### src/rtl/ram_arb_pkg.sv
// rtl/ram_arb_pkg.sv - shared owner encoding and default RAM geometry for the port arbiter
package ram_arb_pkg;

    typedef enum logic {
        OWN_A = 1'b0,
        OWN_B = 1'b1
    } owner_e;

    localparam int DEF_DATA_W = 8;
    localparam int DEF_ADDR_W = 6;

endpackage

### src/rtl/ram_port_arbiter.sv
// rtl/ram_port_arbiter.sv - round-robin, burst-bounded arbiter sharing one single-port RAM between A and B
module ram_port_arbiter
    import ram_arb_pkg::*;
#(
    parameter int DATA_W = DEF_DATA_W,
    parameter int ADDR_W = DEF_ADDR_W,
    parameter int BURST  = 4
) (
    input  logic              clk,
    input  logic              rst_n,
    input  logic              a_req,
    input  logic              a_we,
    input  logic [ADDR_W-1:0] a_addr,
    input  logic [DATA_W-1:0] a_wdata,
    output logic              a_gnt,
    output logic              a_rvalid,
    output logic [DATA_W-1:0] a_rdata,
    input  logic              b_req,
    input  logic              b_we,
    input  logic [ADDR_W-1:0] b_addr,
    input  logic [DATA_W-1:0] b_wdata,
    output logic              b_gnt,
    output logic              b_rvalid,
    output logic [DATA_W-1:0] b_rdata,
    output logic [DATA_W-1:0] ram_data,
    output logic [ADDR_W-1:0] ram_addr,
    output logic              ram_write_enable,
    input  logic [DATA_W-1:0] ram_read
);

    localparam int              RUN_W   = $clog2(BURST + 1);
    localparam logic [RUN_W-1:0] RUN_MAX = RUN_W'(BURST);

    owner_e           owner_q, owner_d;
    logic [RUN_W-1:0] run_q, run_d;
    logic             a_rvalid_q, b_rvalid_q;
    logic             gnt_a, gnt_b, sel_b;

    // Under contention the owner keeps the port until its run saturates.
    always_comb begin
        gnt_a = 1'b0;
        gnt_b = 1'b0;
        if (rst_n) begin
            if (a_req && b_req) begin
                if ((owner_q == OWN_A) != (run_q == RUN_MAX)) begin
                    gnt_a = 1'b1;
                end else begin
                    gnt_b = 1'b1;
                end
            end else begin
                gnt_a = a_req;
                gnt_b = b_req;
            end
        end
    end

    always_comb begin
        owner_d = owner_q;
        run_d   = run_q;
        if (gnt_a || gnt_b) begin
            if ((gnt_b ? OWN_B : OWN_A) == owner_q) begin
                run_d = (run_q == RUN_MAX) ? run_q : run_q + RUN_W'(1);
            end else begin
                owner_d = gnt_b ? OWN_B : OWN_A;
                run_d   = RUN_W'(1);
            end
        end
    end

    // Idle port parks on the owner's inputs; reset pins it to A.
    assign sel_b = gnt_b | (~gnt_a & rst_n & (owner_q == OWN_B));

    assign ram_addr         = sel_b ? b_addr  : a_addr;
    assign ram_data         = sel_b ? b_wdata : a_wdata;
    assign ram_write_enable = (gnt_a & a_we) | (gnt_b & b_we);

    always_ff @(posedge clk or negedge rst_n) begin
        if (!rst_n) begin
            owner_q    <= OWN_A;
            run_q      <= '0;
            a_rvalid_q <= 1'b0;
            b_rvalid_q <= 1'b0;
        end else begin
            owner_q    <= owner_d;
            run_q      <= run_d;
            a_rvalid_q <= gnt_a & ~a_we;
            b_rvalid_q <= gnt_b & ~b_we;
        end
    end

    assign a_gnt    = gnt_a;
    assign b_gnt    = gnt_b;
    assign a_rvalid = a_rvalid_q;
    assign b_rvalid = b_rvalid_q;
    assign a_rdata  = ram_read;
    assign b_rdata  = ram_read;

endmodule

### config.mk
export PLATFORM = sky130hd
export DESIGN_NAME = ram_port_arbiter
export DESIGN_NICKNAME = d
export VERILOG_FILES = /design/src/rtl/ram_arb_pkg.sv /design/src/rtl/ram_port_arbiter.sv
export SDC_FILE = /design/constraint.sdc
export NUM_CORES = 1
export LEC_CHECK = 0
export ABC_AREA = 1
export CELL_PAD_IN_SITES_DETAIL_PLACEMENT = 1
export CELL_PAD_IN_SITES_GLOBAL_PLACEMENT = 2
export CORE_MARGIN = 3
export CORE_UTILIZATION = 13
export CTS_CLUSTER_DIAMETER = 50
export DETAILED_ROUTE_END_ITERATION = 10
export HOLD_SLACK_MARGIN = 0.03
export PLACE_DENSITY_LB_ADDON = 0.12
export REMOVE_ABC_BUFFERS = 1
export SYNTH_ARGS = -nofsm -noshare
export SYNTH_HDL_FRONTEND = slang
export SYNTH_SLANG_ARGS = --single-unit
### constraint.sdc
create_clock -name clk -period 4 [get_ports clk]
set_input_delay 1.2 -clock clk [delete_from_list [all_inputs] [get_ports clk]]
set_output_delay 1.2 -clock clk [all_outputs]
set_load 0.02 [all_outputs]
After elaboration in Yosys (flattened, before gate mapping)
Index checks and enable logic that the tools add are counted.
Storage, ports and cells
  input port bits: 42
  register bits: 6
Operators by class
  reduce and logical (&&, ||, !) cells: 4
  add/subtract/negate cells: 1
  multiplexer cells: 11
  bitwise operators: 13
  eq/ne operators: 4
Operators with widths (number)
  8-bit 2-to-1 mux: 1
  1-bit 2-to-1 mux: 7
  1-bit bitwise AND: 6
  3-bit 2-to-1 mux: 2
  6-bit 2-to-1 mux: 1
  1-bit inverter: 5
  2-bit AND reduction: 2
  3-bit by 1-bit adder with 3-bit output, second input constant: 1
  3-bit == test, second input constant: 1
  2-bit inequality test, second input constant: 1
  1-bit OR: 2
  1-bit == test: 1
  1-bit logical AND: 1
  1-bit logical OR: 1
  1-bit inequality test: 1

Longest topological paths before layout
  depth after elaboration: 10
  depth in mapped cells: 12
  gate-level depth less buffers: 11

Worst setup path after synthesis
Ideal clock, no wire load.
  kind: input -> output
  start: input b_req
  end: output ram_write_enable
  setup slack: 0.870 ns
  arrival: 1.930 ns
  data required time: 2.800 ns
  cell stages on the path: 5
  buffers on the path: 0
  cells stage by stage: inv_1 -> o21ai_4 -> nor2_1 -> nand2_1 -> nand2_1
On the way
  cells in the longest elaborated chain, start to end: 5
Ends and longest elaborated chain
  start, declared: RTL line ram_port_arbiter.sv:18  | input logic b_req,
  1-bit logical AND: RTL line ram_port_arbiter.sv:44  | if (a_req && b_req) begin
  1-bit 2-to-1 mux: RTL line ram_port_arbiter.sv:44
  1-bit 2-to-1 mux: RTL line ram_port_arbiter.sv:43  | if (rst_n) begin
  named net a_gnt: RTL line ram_port_arbiter.sv:15  | output logic a_gnt,
  1-bit bitwise AND: RTL line ram_port_arbiter.sv:75  | assign ram_write_enable = (gnt_a & a_we) | (gnt_b & b_we);
  1-bit OR: RTL line ram_port_arbiter.sv:75
  end, declared: RTL line ram_port_arbiter.sv:27  | output logic ram_write_enable,
The timed path passes the listed nets, and every way through them passes these cells.

Worst setup path after layout
  start: input b_req
  end: output ram_data[1]
On the way
  cells in the longest elaborated chain, start to end: 8
Ends and longest elaborated chain
  1-bit logical AND: RTL line ram_port_arbiter.sv:44
  1-bit 2-to-1 mux: RTL line ram_port_arbiter.sv:44
  1-bit 2-to-1 mux: RTL line ram_port_arbiter.sv:43
  1-bit inverter: RTL line ram_port_arbiter.sv:71  | assign sel_b = gnt_b | (~gnt_a & rst_n & (owner_q == OWN_B));
  1-bit bitwise AND (2 in a row): RTL line ram_port_arbiter.sv:71
  1-bit OR *: RTL line ram_port_arbiter.sv:71
  8-bit 2-to-1 mux *: RTL line ram_port_arbiter.sv:74  | assign ram_data = sel_b ? b_wdata : a_wdata;
  end, declared: RTL line ram_port_arbiter.sv:25  | output logic [DATA_W-1:0] ram_data,
Every way passes the cells marked *; elsewhere a longest branch is shown, timed or not.

==> reports/results.txt <==
Status -> finished, final reports clean
DRC Markers -> 0
Vias in the first global route -> 922
Cell Area, Placed -> 1309 sq um
Seq. cell area -> 150.1 sq um
Peak VDD IR -> 0.09459 mV
Register bit total from synthesis -> 6
Startpoint types -> primary input
Setup violators final -> 0
GR Util All Layers -> 8.883%
H-tree depth -> 1
Final wirelength -> 2.966 mm
Antenna violations before repair -> 0
Vias per cell -> 3.871
Worst-margin pin slew -> 0.2266 ns
Post-DRT Antenna Nets -> 0
Reg clk slew, reported paths -> 0.04 ns
Resized Gates After CTS -> 17
Rel. slew slack -> 84.84%
Multi-input gate area -> 417.9 sq um
WL per Instance -> 12.78 um
CP endpoint kind -> output port
Critical Path Start -> b_req
Die Y -> 81.87 um
TritonCTS clock tree -> done
GRT Residual Overflow -> 0
Global-route wire length before repair -> 4.560 mm
Gpl congestion -> 0.6964
Yosys cell types -> 19
Root Driver -> clkbuf_8
Hold slack -> 0.5140 ns
Max-slew violation count -> 0
CP Data Arrival Time -> 2.68 ns
Row cnt -> 26
Worst-skew pair later-pin latency -> 0.23 ns
Maximum clock insertion buffer count -> 2
Req. time, crit path -> 2.80 ns
Routed via count -> 898
Final Hold Vio Count -> 0
Worst r2r dst -> run_q[1]$_DFFE_PN0P_
Post-Layout Inst Area -> 1336 sq um
Register area share after synthesis -> 20.07%
Cell Area, Synth -> 748.2 sq um
Setup Skew -> 0.001849 ns
Worst setup path endpoint -> ram_data[1]
Tightest Hold Check Type -> reg -> reg
Area Growth Syn to Fin -> 78.60%
Fmax -> 257.8 MHz
Synth warn -> 0
Ant. Diodes -> 0
Mean post-synth cell area -> 6.450 sq um
Starting Density -> 14.02%
CTS Buf Count -> 3
Port Buffers -> 52
Post-CTS setup buffers -> 0
Core footprint -> 5335 sq um
Iteration count of the initial detailed-routing pass -> 2
Filler cells -> 655
Post-DP HPWL -> 2.495 mm
Largest net degree at the start of global routing -> 15
Iteration-0 DRC Markers -> 2
Share of layout cells above drive strength 1 -> 13.58%
Final net count -> 208
Static leakage -> 0.7026 nW
Slack of the critical path -> 0.1216 ns
Kind of critical path -> in -> out
Die area -> 6702 sq um
Worst R2R Setup Slack -> 2.17 ns
RSZ-0062 raised after global routing -> no
Most common cell after layout, fill and taps aside -> nand2_1
Tcrit/Tclk final -> 96.96%
PwrDens -> 315.3 nW/um^2
Worst Reg2Reg Path Length in Cells -> 12
Fin crit period -> 3.878 ns
Pwr Total -> 0.0004213 W
Die Span X -> 81.87 um
CTS hold repair buffers -> 0
Worst-path fanout max -> 14
# IOs -> 77
Leading cell types in the layout, fill and taps excluded -> 45 x nand2_1, 34 x clkdlybuf4s50_1, 19 x nand3_1
Setup WS pre-CTS -> -0.1980 ns
Post-synthesis cell count -> 116
Setup_tns -> 0 ns
Clock sinks -> 6
Max Cap Viol -> 0
R2r startpoint -> run_q[0]$_DFFE_PN0P_
power breakdown:
part	leakage, nW	internal [W]	switching, W
clock network	0.0216	0.0000649	0.0000292
registers	0.0778	0.0000761	0.0000166
logic	0.603	0.000111	0.000123
total	0.703	0.000252	0.000169
worst min path at each step:
stage          depth (start not counted)                 start                    to
2_1_floorplan                          2  run_q[1]$_DFFE_PN0P_  run_q[1]$_DFFE_PN0P_
3_3_place_gp                           2  run_q[1]$_DFFE_PN0P_  run_q[1]$_DFFE_PN0P_
3_5_place_dp                           2  run_q[1]$_DFFE_PN0P_  run_q[1]$_DFFE_PN0P_
4_1_cts                                2  run_q[1]$_DFFE_PN0P_  run_q[1]$_DFFE_PN0P_
5_1_grt                                2  run_q[1]$_DFFE_PN0P_  run_q[1]$_DFFE_PN0P_
6_report                               2  run_q[1]$_DFFE_PN0P_  run_q[1]$_DFFE_PN0P_
sequential cells by signal, indices dropped and copies added (netlist names):
name      flops
a_rvalid      1
b_rvalid      1
owner_q       1
run_q         3
cell type report:
cell class                 instances  area share [%]
timing repair buffer              63           45.32
multi-input combinational         81           31.27
sequential                         6           11.24
tap                               70           6.554
clock buffer                       3           3.090
inverter                           9           2.528
cells in the mapped netlist:
cell	number	area share, %
nand3_1	19	13
xor2_1	1	1.2
nor2_1	2	1.0
nand4_1	2	1.7
o21a_1	1	1.0
ha_1	2	3.3
and2_4	1	1.2
nand3_2	2	2.7
buf_2	1	0.67
inv_1	9	4.5
nand2_4	2	3.0
nand2_2	1	0.84
o21ai_0	1	0.67
dfrtp_1	6	20
nor3_1	1	0.67
o21ai_4	1	2.2
nand2_1	45	23
buf_4	17	17
buf_6	2	3.0
cell families (layout without fill, tap and decap cells):
kind of cell / Yosys count / count (layout) / share of synthesized area [%]
AND/OR/NAND/NOR: 75 / 75 / 46.32
buffers and inverters: 29 / 75 / 25.25
flip-flops: 6 / 6 / 20.07
AO/OA/AOI/OAI: 3 / 3 / 3.846
adder cells (fa/ha/maj): 2 / 2 / 3.344
XOR/XNOR: 1 / 1 / 1.171
metrics by stage:
step	cells	utilization (%)
after floorplan	96	-
after global placement	229	24.53
after detailed placement	229	24.53
after CTS	232	24.91
after global routing	232	25.05
final	232	25.05
worst max-delay path, stage by stage:
cell and delay, ns:
clkdlybuf4s50_1 0.51, inv_1 0.08, o21ai_4 0.18, nand2_4 0.10, buf_12 0.16, nand3_1 0.07
nand2_1 0.06, dlygate4sd2_1 0.32
per-layer routing:
layer  vias to the layer above  share of wire, %  global-route usage (%)
li1                        441                 -                       -
met1                       407                38                   10.38
met2                        48                52                   14.62
met3                         2               8.5                   4.276
met4                         0              0.71                   1.993
met5                         -                 0                       0
(Power assumes the default switching activity.)
